==> config.mk <==
export PLATFORM = sky130hd
export DESIGN_NAME = seg_scan_bcd
export DESIGN_NICKNAME = d
export VERILOG_FILES = /design/src/rtl/seg_scan_bcd.sv
export SDC_FILE = /design/constraint.sdc
export NUM_CORES = 1
export LEC_CHECK = 0
export BUFFER_PORTS_ARGS = -buffer_cell sky130_fd_sc_hd__buf_2
export CORE_MARGIN = 3
export CORE_UTILIZATION = 50
export DETAILED_ROUTE_END_ITERATION = 16
export GPL_TIMING_DRIVEN = 0
export PLACE_DENSITY = 0.72
export SYNTH_ARGS = -nofsm -noshare
export SYNTH_HDL_FRONTEND = slang
export SYNTH_SLANG_ARGS = --single-unit
==> constraint.sdc <==
create_clock -name inclk0 -period 2.4 [get_ports inclk0]
set_input_delay 0.36 -clock inclk0 [delete_from_list [all_inputs] [get_ports inclk0]]
set_output_delay 0.36 -clock inclk0 [all_outputs]
set_load 0.01 [all_outputs]
==> src/rtl/seg_scan_bcd.sv <==
// Purpose: binary to BCD conversion (sequential double-dabble) feeding a multiplexed 7-segment scanner.
// Latency: a load accepted in IDLE updates the display buffer BIN_W+1 cycles later. Scan outputs change only on prescaler ticks.
// Backpressure: busy=1 while converting, and any load seen during that time is dropped (not queued).
// Ports:
//   inclk0    system clock, rising edge
//   rst_n     asynchronous active-low reset
//   load      capture request for bin, honoured only in IDLE
//   bin       unsigned value to display
//   blank_lz  1 = blank leading zeros
//   dp_mask   per-digit decimal point enable, bit DIGITS-1 = MSD
//   busy      conversion in progress
//   ovf       committed value did not fit in DIGITS decimal digits
//   SEG       one-hot digit select, bit DIGITS-1 = MSD
//   codeout   segments {g,f,e,d,c,b,a}, 1 = lit
//   dp        decimal point of the selected digit
module seg_scan_bcd #(
  parameter int DIGITS   = 4,
  parameter int BIN_W    = 14,
  parameter int SCAN_DIV = 50000
) (
  input  logic              inclk0,
  input  logic              rst_n,
  input  logic              load,
  input  logic [BIN_W-1:0]  bin,
  input  logic              blank_lz,
  input  logic [DIGITS-1:0] dp_mask,
  output logic              busy,
  output logic              ovf,
  output logic [DIGITS-1:0] SEG,
  output logic [6:0]        codeout,
  output logic              dp
);

  localparam int BCD_W = 4 * DIGITS;
  localparam int CW    = $clog2(BIN_W + 1);
  localparam int PW    = $clog2(SCAN_DIV);
  localparam int IW    = $clog2(DIGITS);

  function automatic logic [31:0] pow10(input int n);
    logic [31:0] p;
    p = 32'd1;
    for (int i = 0; i < n; i++) p = p * 32'd10;
    return p;
  endfunction

  localparam logic [31:0]       LIMIT   = pow10(DIGITS);
  localparam logic [DIGITS-1:0] MSB_SEL = {1'b1, {(DIGITS-1){1'b0}}};

  typedef enum logic [1:0] {IDLE, CONV, COMMIT} state_t;

  state_t           state;
  logic [BIN_W-1:0] sh;
  logic [BCD_W-1:0] bcd;
  logic [BCD_W-1:0] bcd_adj;
  logic [BCD_W-1:0] disp;
  logic             ovf_cap;
  logic [CW-1:0]    cnt;

  // add-3 correction applied to every nibble before the shift
  always_comb begin
    bcd_adj = bcd;
    for (int i = 0; i < DIGITS; i++) begin
      if (bcd[4*i +: 4] >= 4'd5) bcd_adj[4*i +: 4] = bcd[4*i +: 4] + 4'd3;
    end
  end

  always_ff @(posedge inclk0 or negedge rst_n) begin
    if (!rst_n) begin
      state   <= IDLE;
      busy    <= 1'b0;
      ovf     <= 1'b0;
      ovf_cap <= 1'b0;
      sh      <= '0;
      bcd     <= '0;
      disp    <= '0;
      cnt     <= '0;
    end else begin
      case (state)
        IDLE: begin
          if (load) begin
            sh      <= bin;
            bcd     <= '0;
            ovf_cap <= (32'(bin) >= LIMIT);
            cnt     <= '0;
            busy    <= 1'b1;
            state   <= CONV;
          end
        end
        CONV: begin
          // bits shifted out of the top nibble are lost; ovf_cap accounts for that
          bcd <= {bcd_adj[BCD_W-2:0], sh[BIN_W-1]};
          sh  <= {sh[BIN_W-2:0], 1'b0};
          cnt <= cnt + CW'(1);
          if (cnt == CW'(BIN_W - 1)) state <= COMMIT;
        end
        COMMIT: begin
          disp  <= bcd;
          ovf   <= ovf_cap;
          busy  <= 1'b0;
          state <= IDLE;
        end
        default: begin
          busy  <= 1'b0;
          state <= IDLE;
        end
      endcase
    end
  end

  // ---------------- display scan ----------------
  logic [PW-1:0]     presc;
  logic [IW-1:0]     idx;      // digit shown at the next tick, 0 = MSD
  logic              tick;
  logic              is_lsd;
  logic              lead_zero;
  logic [3:0]        cur_nib;
  logic [6:0]        seg7;
  logic [6:0]        code_nxt;
  logic [DIGITS-1:0] seg_nxt;

  assign tick   = (presc == PW'(SCAN_DIV - 1));
  assign is_lsd = (idx == IW'(DIGITS - 1));

  always_comb begin
    cur_nib   = 4'd0;
    lead_zero = 1'b1;
    for (int j = 0; j < DIGITS; j++) begin
      if (IW'(j) == idx) cur_nib = disp[4*(DIGITS-1-j) +: 4];
      // any nonzero digit at or above the selected one ends the leading-zero run
      if (IW'(j) <= idx && disp[4*(DIGITS-1-j) +: 4] != 4'd0) lead_zero = 1'b0;
    end
    case (cur_nib)
      4'd0:    seg7 = 7'b0111111;
      4'd1:    seg7 = 7'b0000110;
      4'd2:    seg7 = 7'b1011011;
      4'd3:    seg7 = 7'b1001111;
      4'd4:    seg7 = 7'b1100110;
      4'd5:    seg7 = 7'b1101101;
      4'd6:    seg7 = 7'b1111101;
      4'd7:    seg7 = 7'b0000111;
      4'd8:    seg7 = 7'b1111111;
      4'd9:    seg7 = 7'b1101111;
      default: seg7 = 7'b0000000;
    endcase
    if (ovf)                               code_nxt = 7'b1000000;
    else if (blank_lz && lead_zero && !is_lsd) code_nxt = 7'b0000000;
    else                                   code_nxt = seg7;
    seg_nxt = MSB_SEL >> idx;
  end

  always_ff @(posedge inclk0 or negedge rst_n) begin
    if (!rst_n) begin
      presc   <= '0;
      idx     <= '0;
      SEG     <= '0;
      codeout <= '0;
      dp      <= 1'b0;
    end else begin
      presc <= tick ? '0 : presc + PW'(1);
      if (tick) begin
        SEG     <= seg_nxt;
        codeout <= code_nxt;
        dp      <= ovf ? 1'b0 : |(dp_mask & seg_nxt);
        idx     <= is_lsd ? '0 : idx + IW'(1);
      end
    end
  end

endmodule

==> reports/qor.yml <==
status:
  status: "finished clean"
floorplanning:
  num_rows: 33
  die_x_um: 98.2
  die_h_um: 98.2
  die_area_um2: 9650
  coreArea_um2: 8260
  start_util_pct: 51.5
  ios: 36
synthesis:
  synth_top_family_by_area: "simple AND/OR/NAND/NOR gates"
  synth_xor_area_share_pct: 4.32
  synthArstFlopShare_pct: 100
  synth_area_per_cell_um2: 9.87
  synth_edf_count: 0
  yosys.area_share.simple_pct: 16.7
  synth.top_cell.area_share_pct: 50.0
  synth_area_leaders: "dfrtp_1 (50%), ha_1 (5.9%), o21ai_0 (5.8%), nand2_1 (4.8%), nor2_1 (2.6%)"
  synth.area.mux_share_pct: 3.38
  synth_warnings: 0
  synth_nets: 473
  ys_seq_area_share_pct: 50.0
  synth_compound_gate_area_share_pct: 16.6
  post-synth-top-area-cell: "dfrtp_1"
  ys_types: 56
  ys_seq_elements: 85
  synth_flop_cell: "dfrtp_1"
  netlist_instances: 431
  synth_adder_area_share_pct: 5.88
  syn_area_um2: 4250
route:
  wl_per_cell_um: 15.3
  num_vias: 3290
  vias_per_cell: 5.58
  postRouteAntennaNets: 0
  drtIter0Drc: 117
  firstDrtPassIters: 4
  wl_um: 9030
  drc_errors: 0
power:
  leakagePower_nw: 2.24
  peakVddDrop_v: 0.000520
  power_density_nw_per_um2: 1010
  power_mw: 4.94
timing:
  hold_viol_final: 0
  maxSlewViolCount: 0
  fmax_ghz: 0.429
  finalSetupViolCount: 0
  fin_crit_sh_pct: 97.1
  max_slew_margin_pct: 58.6
  final.min_clock_period_ns: 2.33
  tightest_slew_ns: 0.621
  tns_ns: 0
  rsz0062_at_grt: "true"
  fin_skew_ns: 0.0119
placement:
  io_buffers: 35
  hpwl_um: 6340
  placed_area_um2: 4590
  gp_congestion: 0.795
clocking:
  clk_latency_ns: 0.37
  clock-sinks: 85
  cts_tree: "done"
  clock_path_buffers: 2
  cts_buffers: 9
  cts-root-buf: "clkbuf_8"
  htreeDepth: 3
  clkSlewWorstSetupHoldPaths_ns: 0.09
layout:
  antennaDiodeCount: 0
  syn_to_final_growth_pct: 15.5
  final_nets: 522
  design_area_um2: 4910
  drive_above_1_share_pct: 18.1
  fin_util_pct: 59.5
critical_path:
  crit_path_top_delay_cell: "dfrtp_2"
  startpoint_type: "flop"
  critPathMaxStageDelay_ns: 0.46
  cp_top_family: "adder cells"
  critPathKind: "flop to flop"
  cp_cell_sequence: "ha_2, or2_4, a221oi_2, nor2_2, ha_1, mux2_1, a221oi_1"
  endpoint_kind: "flop"
  cp.required_ns: 2.67
  cp.arrival_ns: 2.60
  worstPathMaxFanout: 7
  cp_num_buf_inv: 0
job:
  maxCapViolations: 0
global_route:
  grt_start_max_net_pins: 51
  first_global_vias: 3284
  gr-total-overflow: 0
  track_usage_pct: 19.8
  grt_pass1_wl_um: 15600
  antenna_found_initial: 0
min_path:
  hp-class: "primary input to flop"
-- power breakdown --
part	switching (mW)	internal [mW]
clock	0.548	0.624
sequential	0.325	1.79
combinational	0.966	0.688
total	1.84	3.10
-- through the flow --
step	setup slack, ns	hold slack (ns)	cells
after floorplan	0.111	0.0644	431
after global placement	-0.103	0.456	571
after detailed placement	-0.185	0.355	572
after CTS	0.00682	0.235	589
after global routing	-0.0205	0.240	590
final	0.0686	0.241	590
-- registers in the layout, indices dropped and copies added (netlist names), 4 cells and up --
signal / count
presc: 16
SEG: 4
codeout: 7
sh: 14
cnt: 4
disp: 16
bcd: 16
-- cell usage in the layout, fill, tap and decap left out, types with 5 or more instances in the layout --
master and count:
o21ai_0 49, nand3_1 15, nor2b_1 8, nor3_1 9
ha_1 16, a22oi_1 11, inv_1 13, clkbuf_8 10
mux2_2 9, clkbuf_1 15, buf_2 36, o31ai_1 7
nand2_1 54, xnor2_1 9, dfrtp_1 83, nor2_1 29
nand2b_1 5, xor2_1 12, a21oi_1 16
-- layout make-up --
class,instances,area [µm²]
fillers,711,3350
flip-flops and latches,85,2130
multi-input cells,311,2060
repair buffers,38,223
clock buffers,10,138
well taps,105,131
clock inverters,6,93.8
plain buffers,18,70.1
inverters,17,66.3
-- synthesized netlist by cell type, drive strengths merged, types with 7 or more instances --
library cell	n
dfrtp	85
nand2	54
o21ai	49
nor2	31
ha	20
a21oi	16
inv	16
clkbuf	15
nand3	15
xor2	12
a22oi	11
mux2	11
nor2b	9
nor3	9
xnor2	9
a221oi	7
o31ai	7
-- worst register-to-register path, stage by stage, from the launching register on --
cell	delay (ns)
dfrtp_2	0.46
ha_2	0.26
or2_4	0.26
a221oi_2	0.28
nor2_2	0.11
ha_1	0.30
mux2_1	0.29
a221oi_1	0.27
-- what timing repair did --
item	CTS	global route
setup endpoints to repair	4	4
resized for setup	7	11
endpoints found under the hold margin	35	0
pin swaps	0	2
setup buffers	0	1
hold buffers	1	0
-- kinds of logic after synthesis --
| group | count (synthesis) |
|---|---|
| AOI/OAI and AO/OA | 111 |
| xor gates and xnor gates | 21 |
| adders and majority gates | 20 |
| buffers and inverters | 35 |
| DFF | 85 |
| muxes | 13 |
| and+or+nand+nor | 146 |
-- path summary, 6_finish.rpt --
kind | start | endpoint | slack, ns | depth (start not counted)
max in group asynchronous | rst_n | idx[1]$_DFFE_PN0N_ | 1.31 | 3
hold reg to reg | codeout[2]$_DFFE_PN0N_ | codeout[2]$_DFFE_PN0N_ | 0.49 | 2
setup reg to reg | idx[0]$_DFFE_PN0N_ | codeout[3]$_DFFE_PN0N_ | 0.07 | 7
hold / removal | bin[0] | sh[0]$_DFFE_PN0P_ | 0.24 | 2
min in group asynchronous | rst_n | presc[11]$_DFF_PN0_ | 0.48 | 2
setup / recovery | idx[0]$_DFFE_PN0N_ | codeout[3]$_DFFE_PN0N_ | 0.07 | 7
-- metal layers --
layer  global-route usage [%]  routed length, µm
met2                     32.3               4370
met4                     9.14                124
met5                        0                  0
met1                     25.9               4160
met3                     3.50                367
(Power assumes the default switching activity.)
